## config.mk

```make
export PLATFORM = sky130hd
export DESIGN_NAME = sample_requester
export DESIGN_NICKNAME = d
export VERILOG_FILES = /design/src/rtl/sample_requester_pkg.sv /design/src/rtl/dffr.sv /design/src/rtl/dffre.sv /design/src/rtl/sample_requester_wait_timer.sv /design/src/rtl/sample_requester.sv
export SDC_FILE = /design/constraint.sdc
export NUM_CORES = 1
export LEC_CHECK = 0
export ABC_AREA = 1
export CAP_MARGIN = 20
export CORE_MARGIN = 2
export CORE_UTILIZATION = 30
export CTS_CLUSTER_SIZE = 8
export DETAILED_ROUTE_END_ITERATION = 16
export GPL_ROUTABILITY_DRIVEN = 0
export PLACE_DENSITY_LB_ADDON = 0.1
export RECOVER_POWER = 100
export SYNTH_ARGS = -nofsm -noshare
export SYNTH_HDL_FRONTEND = slang
export SYNTH_SLANG_ARGS = --single-unit
export TNS_END_PERCENT = 20
```

## constraint.sdc

```tcl
create_clock -name clk -period 1.9 [get_ports clk]
set_input_delay 0.38 -clock clk [delete_from_list [all_inputs] [get_ports clk]]
set_output_delay 0.38 -clock clk [all_outputs]
set_load 0.01 [all_outputs]
```

## src/rtl/sample_requester_pkg.sv

```systemverilog
// Shared definitions for the sample requester: FSM state encoding and default widths.
package sample_requester_pkg;

  typedef enum logic [1:0] {
    ST_IDLE = 2'd0,
    ST_REQ  = 2'd1,
    ST_WAIT = 2'd2
  } state_e;

  localparam int SAMPLE_WIDTH_DEF = 16;
  localparam int TIMER_WIDTH      = 8;

endpackage

```

## src/rtl/dffr.sv

```systemverilog
// D register with synchronous active-high reset to zero.
module dffr #(
  parameter int W = 1
) (
  input  logic         clk,
  input  logic         reset,
  input  logic [W-1:0] d,
  output logic [W-1:0] q
);

  // Storage with synchronous clear
  always_ff @(posedge clk) begin
    if (reset) begin
      q <= {W{1'b0}};
    end else begin
      q <= d;
    end
  end

endmodule

```

## src/rtl/dffre.sv

```systemverilog
// D register with load enable and synchronous active-high reset to zero.
module dffre #(
  parameter int W = 1
) (
  input  logic         clk,
  input  logic         reset,
  input  logic         en,
  input  logic [W-1:0] d,
  output logic [W-1:0] q
);

  // Storage with synchronous clear and hold when not enabled
  always_ff @(posedge clk) begin
    if (reset) begin
      q <= {W{1'b0}};
    end else if (en) begin
      q <= d;
    end else begin
      q <= q;
    end
  end

endmodule

```

## src/rtl/sample_requester_wait_timer.sv

```systemverilog
// Counts cycles spent waiting for the sample source; flags the last allowed cycle.
module sample_requester_wait_timer
  import sample_requester_pkg::*;
#(
  parameter int TIMEOUT = 8
) (
  input  logic clk,
  input  logic reset,
  input  logic clear,
  input  logic enable,
  output logic tc
);

  localparam logic [TIMER_WIDTH-1:0] TC_VALUE = TIMER_WIDTH'(TIMEOUT - 1);

  logic [TIMER_WIDTH-1:0] count_r;

  // Wait-cycle counter
  always_ff @(posedge clk) begin
    if (reset || clear) begin
      count_r <= {TIMER_WIDTH{1'b0}};
    end else if (enable) begin
      count_r <= count_r + TIMER_WIDTH'(1);
    end else begin
      count_r <= count_r;
    end
  end

  assign tc = (count_r == TC_VALUE);

endmodule

```

## src/rtl/sample_requester.sv

```systemverilog
// Requests one sample from a source per codec frame, captures it and presents it
// with a valid pulse; flags dropped frames and an unresponsive source.
module sample_requester
  import sample_requester_pkg::*;
#(
  parameter int SAMPLE_WIDTH = SAMPLE_WIDTH_DEF,
  parameter int TIMEOUT      = 8,
  parameter int CNT_WIDTH    = 16
) (
  input  logic                    clk,
  input  logic                    reset,
  input  logic                    play_enable,
  input  logic                    new_frame,
  input  logic                    sample_ready,
  input  logic [SAMPLE_WIDTH-1:0] sample_in,
  output logic                    generate_next,
  output logic [SAMPLE_WIDTH-1:0] sample_out,
  output logic                    sample_valid,
  output logic                    busy,
  output logic                    overrun,
  output logic                    timeout_err,
  output logic [CNT_WIDTH-1:0]    sample_count
);

  logic [1:0]              state_q_s;
  state_e                  state_r;
  state_e                  state_nxt_s;
  logic                    timer_clr_s;
  logic                    timer_en_s;
  logic                    timer_tc_s;
  logic                    load_s;
  logic [SAMPLE_WIDTH-1:0] load_val_s;
  logic                    valid_nxt_s;
  logic                    ovr_set_s;
  logic                    to_set_s;
  logic                    gen_nxt_s;
  logic                    busy_nxt_s;
  logic                    overrun_nxt_s;
  logic                    timeout_nxt_s;
  logic [CNT_WIDTH-1:0]    count_inc_s;

  assign state_r = state_e'(state_q_s);

  // Next-state and datapath control; frames arriving while busy are dropped, never queued
  always_comb begin
    state_nxt_s = state_r;
    timer_clr_s = 1'b0;
    timer_en_s  = 1'b0;
    load_s      = 1'b0;
    load_val_s  = {SAMPLE_WIDTH{1'b0}};
    valid_nxt_s = 1'b0;
    ovr_set_s   = 1'b0;
    to_set_s    = 1'b0;
    case (state_r)
      ST_IDLE: begin
        timer_clr_s = 1'b1;
        if (new_frame && play_enable) begin
          state_nxt_s = ST_REQ;
        end else if (new_frame) begin
          load_s      = 1'b1;
          valid_nxt_s = 1'b1;
        end else begin
          state_nxt_s = ST_IDLE;
        end
      end
      ST_REQ: begin
        state_nxt_s = ST_WAIT;
        timer_clr_s = 1'b1;
        ovr_set_s   = new_frame;
      end
      ST_WAIT: begin
        ovr_set_s = new_frame;
        if (sample_ready) begin
          state_nxt_s = ST_IDLE;
          load_s      = 1'b1;
          load_val_s  = sample_in;
          valid_nxt_s = 1'b1;
        end else if (timer_tc_s) begin
          // Give up but still pulse valid so the codec repeats the held sample
          state_nxt_s = ST_IDLE;
          to_set_s    = 1'b1;
          valid_nxt_s = 1'b1;
        end else begin
          timer_en_s = 1'b1;
        end
      end
      default: begin
        state_nxt_s = ST_IDLE;
      end
    endcase
  end

  assign gen_nxt_s     = (state_nxt_s == ST_REQ);
  assign busy_nxt_s    = (state_nxt_s != ST_IDLE);
  assign overrun_nxt_s = overrun | ovr_set_s;
  assign timeout_nxt_s = timeout_err | to_set_s;
  assign count_inc_s   = sample_count + CNT_WIDTH'(1);

  sample_requester_wait_timer #(.TIMEOUT(TIMEOUT)) u_wait_timer (
    .clk    (clk),
    .reset  (reset),
    .clear  (timer_clr_s),
    .enable (timer_en_s),
    .tc     (timer_tc_s)
  );

  dffr #(.W(2)) u_state (
    .clk(clk), .reset(reset), .d(state_nxt_s), .q(state_q_s)
  );

  // Request and busy are registered from the next state so they track the state exactly
  dffr #(.W(1)) u_gen (
    .clk(clk), .reset(reset), .d(gen_nxt_s), .q(generate_next)
  );

  dffr #(.W(1)) u_busy (
    .clk(clk), .reset(reset), .d(busy_nxt_s), .q(busy)
  );

  dffre #(.W(SAMPLE_WIDTH)) u_sample (
    .clk(clk), .reset(reset), .en(load_s), .d(load_val_s), .q(sample_out)
  );

  dffr #(.W(1)) u_valid (
    .clk(clk), .reset(reset), .d(valid_nxt_s), .q(sample_valid)
  );

  dffr #(.W(1)) u_overrun (
    .clk(clk), .reset(reset), .d(overrun_nxt_s), .q(overrun)
  );

  dffr #(.W(1)) u_timeout (
    .clk(clk), .reset(reset), .d(timeout_nxt_s), .q(timeout_err)
  );

  dffre #(.W(CNT_WIDTH)) u_count (
    .clk(clk), .reset(reset), .en(valid_nxt_s), .d(count_inc_s), .q(sample_count)
  );

endmodule
```

==> impl_metrics.json <==
{
  "p_total_w": 0.00196,
  "cts_tree": "built",
  "grt_first_pass_wirelength_um": 9690,
  "detailroute.via_count": 2181,
  "worst_ir_drop_vdd_v": 0.000238,
  "drive_above_1_share": 0.142,
  "p_per_area_nw_per_um2": 614,
  "critical_path.reg2reg.endpoint": "u_wait_timer.count_r[7]$_SDFFE_PP0P_",
  "initial_utilization": 0.312,
  "final_cell_mix": "66 x sky130_fd_sc_hd__nand2_1, 47 x sky130_fd_sc_hd__dfxtp_1, 41 x sky130_fd_sc_hd__nand3_1",
  "multiInputGateArea_um2": 1220,
  "layout_worst_path_cycle_share": 0.933,
  "whs_endpoint": "u_count.q[6]$_SDFFE_PP0P_",
  "first_global_vias": 2058,
  "grt_antenna_before_repair": 0,
  "setup_tns_ns": 0,
  "max_freq_ghz": 0.564,
  "post_dp_hpwl_um": 4180,
  "core_area_um2": 7810,
  "top_level_ports": 58,
  "finalSetupViolCount": 0,
  "ys_warn_count": 0,
  "place_inst": 479,
  "detail_route.first_pass.iterations": 4,
  "hold_path.class": "in -> reg",
  "stdcell_count": 489,
  "total_leakage_power_nw": 1.27,
  "clock_path_buffers": 2,
  "cts-root-buf": "sky130_fd_sc_hd__clkbuf_8",
  "drt_iter0_drc": 57,
  "flow.area_growth_from_synthesis_pct": 31.1,
  "area.sequential_um2": 941,
  "status": "completed",
  "critical-path-max-stage-delay_ns": 0.64,
  "remaining_drcs": 0,
  "die_area_um2": 8860,
  "capturing_element_type_of_the_critical_path": "output pin",
  "avgRoutedWirePerCell_um": 11.8,
  "cts_htree_levels": 2,
  "insertion_delay_ns": 0.30,
  "clkTransAtPathRegs_ns": 0.09,
  "cpMaxStageDelayCell": "sky130_fd_sc_hd__dlygate4sd3_1",
  "finalCoreUtilization": 0.409,
  "synth_area_um2": 2440,
  "cp-startpoint": "u_count.q[11]$_SDFFE_PP0P_",
  "min-delay-start": "reset",
  "postSynthCellCount": 325,
  "critPathMaxFanout": 7,
  "grt_overflow_total": 0,
  "rr_worst_depth": 9,
  "synth-seq-area-share": 0.386,
  "max_slew.worst_pin.slew_ns": 0.418,
  "reg2reg_from": "u_state.q[0]$_SDFF_PP0_",
  "post-route-min-period_ns": 1.77,
  "critical_path.n_buffers_inverters": 1,
  "max-slew-margin-rel": 0.721,
  "worst-endpoint-required_ns": 1.52,
  "syn_nets": 352,
  "worst_hold_slack_ns": 0.438,
  "worst-setup-path-type": "reg -> out",
  "die_y_um": 94.1,
  "fin_worst_skew_ns": 0.00433,
  "die_width_um": 94.1,
  "unrepaired_setup_endpoints_after_global_routing": "false",
  "worst_hold_path.num_cells": 2,
  "start_kind": "register",
  "placementRows": 32,
  "final_antenna_net_count": 0,
  "critPathArrivalTime_ns": 1.39,
  "synth.ff_latch_count": 47,
  "numPortBuffers": 57,
  "post_synth.cell_area_avg_um2": 7.50,
  "crit_chain": "dlygate4sd3_1",
  "fillers": 805,
  "routed_via_density": 4.46,
  "grt_use_total": 0.141,
  "hold_viol_final": 0,
  "critPathTopFamily": "buffers and inverters",
  "final-max-slew-violation-count": 0,
  "largest_net_degree_at_the_start_of_global_routing": 22,
  "routed_wirelength_um": 5760,
  "r2r_slack_ns": 0.22,
  "post_synth_num_cell_types": 27,
  "numCtsBuffers": 5,
  "nets": 413,
  "cts_sinks": 47,
  "antenna-diode-count": 0,
  "max-cap-violations": 0,
  "final_common_cell": "sky130_fd_sc_hd__nand2_1"
}
==> Yosys cell counts (all sizes together) <==
cell type  count  area (um2)
o21ai          7        35.0
a21oi         38         277
nand2         84         392
buf            9        93.8
dfxtp         47         941
xor2           6        52.6
nor2          36         138
xnor2          3        26.3
nand4          5        31.3
nor3           5        25.0
a21boi         1        7.51
nand3         41         205
inv           32         120
ha             6        75.1
clkbuf         5        18.8
==> how the worst max path moves through the flow <==
stage | to | cells after the start
3_3_place_gp | u_count.q[8]$_SDFFE_PP0P_ | 7
3_5_place_dp | u_count.q[11]$_SDFFE_PP0P_ | 7
5_1_grt | sample_count[11] | 1
4_1_cts | u_count.q[11]$_SDFFE_PP0P_ | 8
2_1_floorplan | u_count.q[12]$_SDFFE_PP0P_ | 7
6_report | sample_count[11] | 1
==> cell type report <==
cell class | count | area share
sequential | 47 | 0.294
inverter | 32 | 0.0376
timing repair buffer | 68 | 0.208
clock buffer | 6 | 0.0258
tap | 102 | 0.0399
clock inverter | 2 | 0.0110
multi-input combinational | 232 | 0.383
==> power by group <==
| group | switching (W) | internal, W |
|---|---|---|
| clock | 0.000347 | 0.000426 |
| sequential | 0.00000883 | 0.000996 |
| combinational | 0.0000952 | 0.0000873 |
| total | 0.000451 | 0.00151 |
==> repair_timing <==
item,in CTS,in global routing
setup buffers,0,2
gates resized for setup,0,0
endpoints found under the setup margin,0,8
hold buffers,0,0
==> flip-flops by register name, indices dropped and copies added (netlist names) <==
| register | flops |
|---|---|
| u_sample.q | 16 |
| u_overrun.q | 1 |
| u_busy.q | 1 |
| u_gen.q | 1 |
| u_wait_timer.count_r | 8 |
| u_valid.q | 1 |
| u_count.q | 16 |
| u_timeout.q | 1 |
| u_state.q | 2 |
==> stage by stage <==
stage | cell area (um2) | setup slack, ns
floorplan | 2440 | 0.423
global placement | 3100 | 0.0189
detailed placement | 3100 | -0.0122
CTS | 3220 | 0.0907
global route | 3200 | 0.0464
finish | 3200 | 0.127
==> kinds of logic (layout without fill, tap and decap cells) <==
kind of cell / after synthesis / after routing / share of synthesized area
AO/OA/AOI/OAI: 46 / 46 / 0.131
AND/OR/NAND/NOR: 171 / 171 / 0.324
XOR/XNOR: 9 / 9 / 0.0323
buffers and inverters: 46 / 108 / 0.0955
adder cells (fa/ha/maj): 6 / 6 / 0.0308
flip-flops: 47 / 47 / 0.386
==> metal layers <==
metal  global-route usage  share of wire  up-vias  wire [um]
met5                    0              0        -          0
met4               0.0411          0.012        0         69
met3               0.0546          0.070        6        406
met2                0.220           0.44       55       2520
met1                0.179           0.48      954       2770
li1                     -              -     1166          -
Note: power is estimated with default switching activity, not from simulation.
